===== config.mk =====
export PLATFORM = sky130hd
export DESIGN_NAME = cp0_ctrl
export DESIGN_NICKNAME = d
export VERILOG_FILES = /design/src/rtl/cp0_pkg.sv /design/src/rtl/cp0_timer.sv /design/src/rtl/cp0_ctrl.sv
export SDC_FILE = /design/constraint.sdc
export NUM_CORES = 1
export LEC_CHECK = 0
export ABC_AREA = 1
export ABC_CLOCK_PERIOD_IN_PS = 2200
export BUFFER_PORTS_ARGS = -buffer_cell sky130_fd_sc_hd__buf_2
export CORE_MARGIN = 2
export CORE_UTILIZATION = 56
export CTS_CLUSTER_SIZE = 12
export DETAILED_ROUTE_END_ITERATION = 6
export PLACE_DENSITY_LB_ADDON = 0.1
export SLEW_MARGIN = 20
export SYNTH_ARGS = -nofsm -noshare
export SYNTH_HDL_FRONTEND = slang
export SYNTH_SLANG_ARGS = --single-unit
export TNS_END_PERCENT = 100

===== constraint.sdc =====
create_clock -name clk -period 2.2 [get_ports clk]
set_input_delay 0.33 -clock clk [delete_from_list [all_inputs] [get_ports clk]]
set_output_delay 0.33 -clock clk [all_outputs]
set_load 0.005 [all_outputs]

===== src/rtl/cp0_pkg.sv =====
// cp0_pkg: shared constants for the CP0 block.
//   - CP0 register numbers as seen on the MFC0/MTC0 addr bus
//   - ExcCode values delivered by the pipeline on exc_code
//   - bit positions of the Status and Cause fields the block interprets
package cp0_pkg;

    // Register numbers
    localparam logic [4:0] REG_BADVADDR = 5'd8;
    localparam logic [4:0] REG_COUNT    = 5'd9;
    localparam logic [4:0] REG_COMPARE  = 5'd11;
    localparam logic [4:0] REG_STATUS   = 5'd12;
    localparam logic [4:0] REG_CAUSE    = 5'd13;
    localparam logic [4:0] REG_EPC      = 5'd14;

    // ExcCode values
    localparam logic [4:0] EXC_INT  = 5'd0;
    localparam logic [4:0] EXC_ADEL = 5'd4;
    localparam logic [4:0] EXC_ADES = 5'd5;
    localparam logic [4:0] EXC_SYS  = 5'd8;
    localparam logic [4:0] EXC_BP   = 5'd9;
    localparam logic [4:0] EXC_RI   = 5'd10;
    localparam logic [4:0] EXC_OV   = 5'd12;

    // Status fields
    localparam int ST_IE    = 0;
    localparam int ST_EXL   = 1;
    localparam int ST_IM_LO = 8;

    // Cause fields
    localparam int CA_BD     = 31;
    localparam int CA_TI     = 30;
    localparam int CA_IP_LO  = 8;
    localparam int CA_EXC_LO = 2;

endpackage


===== src/rtl/cp0_timer.sv =====
// cp0_timer: Count/Compare timer with a clock prescaler.
//   clk, rst      core clock, asynchronous active-low reset
//   count_we      MTC0 to Count this cycle (loads wdata, restarts prescaler)
//   compare_we    MTC0 to Compare this cycle (loads wdata, clears TI)
//   wdata         MTC0 data
//   count         current Count value
//   compare       current Compare value
//   ti            sticky timer interrupt flag
module cp0_timer #(
    parameter int COUNT_DIV = 2
) (
    input  logic        clk,
    input  logic        rst,
    input  logic        count_we,
    input  logic        compare_we,
    input  logic [31:0] wdata,
    output logic [31:0] count,
    output logic [31:0] compare,
    output logic        ti
);
    localparam logic [3:0] PRESC_LAST = 4'(COUNT_DIV - 1);

    logic [3:0]  presc;
    logic [31:0] count_inc;

    assign count_inc = count + 32'd1;   // wraps FFFF_FFFF -> 0

    always_ff @(posedge clk or negedge rst) begin
        if (!rst) begin
            presc   <= '0;
            count   <= '0;
            compare <= '0;
            ti      <= 1'b0;
        end else begin
            // A Count write replaces the increment and so skips the match check.
            if (count_we) begin
                count <= wdata;
                presc <= '0;
            end else if (presc == PRESC_LAST) begin
                presc <= '0;
                count <= count_inc;
                if (count_inc == compare)
                    ti <= 1'b1;
            end else begin
                presc <= presc + 4'd1;
            end
            // Placed last so a Compare write wins over a same-cycle match.
            if (compare_we) begin
                compare <= wdata;
                ti      <= 1'b0;
            end
        end
    end

endmodule


===== src/rtl/cp0_ctrl.sv =====
// cp0_ctrl: System Control Coprocessor 0 for the 5-stage MIPS core.
//   clk, rst       core clock, asynchronous active-low reset
//   mfc0, addr     register read strobe / register number; rdata is combinational
//   mtc0, wdata    register write strobe / data
//   eret           ERET commit (clears EXL)
//   exc_valid      exception commit with exc_code, exc_pc, exc_bd, exc_badvaddr
//   hw_irq         level device interrupts, mapped to Cause.IP[2+:NUM_HW_IRQ]
//   irq_req        registered masked interrupt request
//   status_out     Status register
//   epc_out        EPC register (ERET target)
module cp0_ctrl
    import cp0_pkg::*;
#(
    parameter int          NUM_HW_IRQ   = 6,
    parameter int          COUNT_DIV    = 2,
    parameter logic [31:0] RESET_STATUS = 32'h0000_0000
) (
    input  logic                  clk,
    input  logic                  rst,
    input  logic                  mfc0,
    input  logic                  mtc0,
    input  logic [4:0]            addr,
    input  logic [31:0]           wdata,
    output logic [31:0]           rdata,
    input  logic                  eret,
    input  logic                  exc_valid,
    input  logic [4:0]            exc_code,
    input  logic [31:0]           exc_pc,
    input  logic                  exc_bd,
    input  logic [31:0]           exc_badvaddr,
    input  logic [NUM_HW_IRQ-1:0] hw_irq,
    output logic                  irq_req,
    output logic [31:0]           status_out,
    output logic [31:0]           epc_out
);
    logic [31:0]           status;
    logic [31:0]           epc;
    logic [31:0]           badvaddr;
    logic                  cause_bd;
    logic [4:0]            cause_exc;
    logic [1:0]            ip_sw;
    logic [NUM_HW_IRQ-1:0] hw_q;
    logic [5:0]            hw_ext;
    logic [7:0]            ip;
    logic [31:0]           cause;
    logic [31:0]           count;
    logic [31:0]           compare;
    logic                  ti;
    logic                  wr_ok;

    // MTC0 is the lowest-priority event; exception or ERET drops it.
    assign wr_ok = mtc0 && !exc_valid && !eret;

    cp0_timer #(.COUNT_DIV(COUNT_DIV)) u_timer (
        .clk        (clk),
        .rst        (rst),
        .count_we   (wr_ok && addr == REG_COUNT),
        .compare_we (wr_ok && addr == REG_COMPARE),
        .wdata      (wdata),
        .count      (count),
        .compare    (compare),
        .ti         (ti)
    );

    // Widen sampled lines to 6 so hw_irq[5] has a fixed slot even when absent.
    always_comb begin
        hw_ext                 = '0;
        hw_ext[NUM_HW_IRQ-1:0] = hw_q;
    end

    // IP[7] is shared between the timer and the sixth device line.
    assign ip    = {ti | hw_ext[5], hw_ext[4:0], ip_sw};
    assign cause = {cause_bd, ti, 14'b0, ip, 1'b0, cause_exc, 2'b0};

    always_ff @(posedge clk or negedge rst) begin
        if (!rst) begin
            status    <= RESET_STATUS;
            epc       <= '0;
            badvaddr  <= '0;
            cause_bd  <= 1'b0;
            cause_exc <= '0;
            ip_sw     <= '0;
            hw_q      <= '0;
            irq_req   <= 1'b0;
        end else begin
            hw_q    <= hw_irq;
            irq_req <= status[ST_IE] && !status[ST_EXL] &&
                       |(ip & status[ST_IM_LO +: 8]);
            if (exc_valid) begin
                // A nested exception keeps the original return point.
                if (!status[ST_EXL]) begin
                    epc      <= exc_bd ? exc_pc - 32'd4 : exc_pc;
                    cause_bd <= exc_bd;
                end
                status[ST_EXL] <= 1'b1;
                cause_exc      <= exc_code;
                if (exc_code == EXC_ADEL || exc_code == EXC_ADES)
                    badvaddr <= exc_badvaddr;
            end else if (eret) begin
                status[ST_EXL] <= 1'b0;
            end else if (mtc0) begin
                case (addr)
                    REG_STATUS:   status   <= wdata;
                    REG_CAUSE:    ip_sw    <= wdata[CA_IP_LO +: 2];
                    REG_EPC:      epc      <= wdata;
                    REG_BADVADDR: badvaddr <= wdata;
                    default: ;
                endcase
            end
        end
    end

    always_comb begin
        rdata = '0;
        if (mfc0) begin
            case (addr)
                REG_BADVADDR: rdata = badvaddr;
                REG_COUNT:    rdata = count;
                REG_COMPARE:  rdata = compare;
                REG_STATUS:   rdata = status;
                REG_CAUSE:    rdata = cause;
                REG_EPC:      rdata = epc;
                default:      rdata = '0;
            endcase
        end
    end

    assign status_out = status;
    assign epc_out    = epc;

endmodule


==> results.toml <==
[grt]
grt_usage_pct = 38.8
grt_pass1_wl_um = 59800
antenna_found_initial = 0
grt_max_degree = 66
grt_pass1_vias = 10700
overflow = 0

[floorplanning]
die_area_um2 = 20400
die-width_um = 143
fp-row-count = 50
core_um2 = 18800
die_h_um = 143
io_pins = 216
start_util_pct = 57.4

[critical_path]
startpoint = "u_timer.count[0]"
worstSetupStartpointType = "flip-flop"
endpoint_kind = "flip-flop"
reg2reg_depth = 14
arrival_ns = 2.55
r2r_start = "u_timer.count[0]"
cp_max_fo = 5
rr_endpoint = "u_timer.ti"
r2r_setup_slack_ns = 0.01
endpoint = "u_timer.ti"
crit_required_ns = 2.56
crit_type = "reg -> reg"

[synth]
synthTopCellsByArea = "dfrtp_1 42%, nand2_1 15%, inv_1 6.4%, nor2_1 6.2%, o21ai_0 4.7%"
synth-edff-count = 0
yosys.area.top_type = "dfrtp_1"
synth_common_cells = "439 x nand2_1, 183 x inv_1, 180 x dfrtp_1, 179 x nor2_1, 102 x o21ai_0"
yosysMostFrequentCell = "nand2_1"
ys_types = 42
yosysSeqAreaShare_pct = 41.7
async_reset_ff_share_pct = 100
postSynthCellCount = 1518
synth_area_per_cell_um2 = 7.12
ys_ff_latch = 180
yosysWarnings = 0
synth_nets = 1641
synth_top_area_share_pct = 41.7
synth.cell_area_um2 = 10800
synth_ff_type = "dfrtp_1"

[place]
pre_cts_slack_ns = 0.0537
place_congestion = 0.975
port_buffers = 215
dpl_cell_area_um2 = 12400
dp.cells = 1976
place.detailed.hpwl_um = 30300

[hold_path]
min_path_type = "in -> reg"

[sta]
rsz0062_at_grt = "true"
finalSetupViolations = 0
hold_slack_ns = 0.0249
worst_slew_pin_slew_ns = 0.617
finalHoldViolations = 0
min_period_ns = 2.19
worst_slack_ns = 0.0120
maxSlewViolCount = 0
max_freq_mhz = 457
fin_crit_sh_pct = 99.5
slew_headroom_pct = 58.9
fin_setup_tns_ns = 0
fin_skew_ns = 0.0104

[clocking]
cts_root_buffer = "clkbuf_16"
clock_sinks = 180
numCtsBuffers = 17
clock_latency_ns = 0.44
ctsHtreeMaxLevel = 4
path_clk_slew_ns = 0.07
cts_tree = "done"
clockBufferDepth = 2

[drt]
first_pass_iters = 6
detail_route.iter0.violations = 1480
viasPerCell = 5.80
drc = 0
wl_per_cell_um = 19.5
antenna_left = 0
vias = 11700
drt_wl_total_um = 39200

[layout]
drive_gt1_share_pct = 19.8
nets = 1867
antenna_cells = 0
layout.cells.non_filler = 2016
area_delta_synth_final_pct = 21.9
fillers = 1663
design_area_um2 = 13200
finish.utilization_pct = 70.0

[power]
ir_drop_uv = 530
power_density_nw_per_um2 = 817
p_total_mw = 10.8
p_leak_nw = 6.44

[run]
drv_cap = 0

[status]
status = "completed"
## what timing repair did
item	4_1_cts	5_1_grt
endpoints found under the hold margin	21	1
buffers inserted	0	5
hold buffers	3	1
setup endpoints to repair	0	14
gates resized for setup	0	25
## cell type report
cell class / instances / area, µm² / share of cell area (%)
multi-input cells: 1085 / 5410 / 41.0
flip-flops and latches: 180 / 4510 / 34.2
repair buffers: 271 / 1600 / 12.2
inverters: 189 / 716 / 5.43
clock buffers: 19 / 443 / 3.36
well taps: 260 / 325 / 2.47
clock inverters: 12 / 179 / 1.36
## power by group
group          internal (mW)  switching (mW)  leakage (nW)
Sequential              3.92           0.726          2.25
Clock                   1.93            1.37         0.295
Combinational           1.11            1.72          3.89
## how the worst min path moves through the flow
stage / cells past startpoint / to / from
after floorplan: 0 / badvaddr[0] / rst
after global placement: 1 / u_timer.compare[1] / rst
after detailed placement: 1 / u_timer.count[1] / rst
after CTS: 1 / hw_ext[0] / hw_irq[0]
after global routing: 1 / hw_ext[3] / hw_irq[3]
final: 1 / hw_ext[3] / hw_irq[3]
## critical path, stage by stage, from the launching register on
cell and delay, ns:
dfrtp_1 0.37, ha_2 0.20, nand2_2 0.08, nor2_4 0.23, nand2_4 0.10, nor2_4 0.16
buf_4 0.15, nand2_1 0.06, nand3_1 0.08, nand2_1 0.08, nor2_1 0.10, nand3_1 0.08
nor2_1 0.16, nand3_1 0.10, a21oi_1 0.15
## logic make-up (layout without fill, tap and decap cells)
family / after synthesis / count (layout) / synth area share (%)
AO/OA/AOI/OAI: 302 / 302 / 17.4
XOR/XNOR: 29 / 29 / 2.86
adder cells (fa/ha/maj): 4 / 4 / 0.463
buffers and inverters: 253 / 491 / 8.91
flip-flops: 180 / 180 / 41.7
multiplexers: 1 / 1 / 0.104
AND/OR/NAND/NOR: 749 / 749 / 28.6
## placed cells by master (no fill, tap or decap), drive strengths merged, types with 12 or more instances in the layout
master / count
buf: 267
dfrtp: 180
a221oi: 17
o22ai: 28
inv: 188
xor2: 17
nand2: 444
o221ai: 32
nand3: 86
nor2: 190
o21ai: 103
clkbuf: 19
a21oi: 32
a22oi: 12
a31oi: 63
## flip-flops by register name (all words and copies together), names as in the netlist
signal / cells
badvaddr: 32
epc_out: 32
status_out: 32
u_timer.compare: 32
u_timer.count: 32
hw_ext: 6
cause_exc: 5
u_timer.presc: 4
ip_sw: 2
cause_bd: 1
irq_req: 1
u_timer.ti: 1
## per-layer routing
metal,global-route usage [%],wire (µm)
met5,0,0
met4,11.6,937
met3,8.72,4590
met2,55.0,16600
met1,59.1,17100
(Power assumes the default switching activity.)
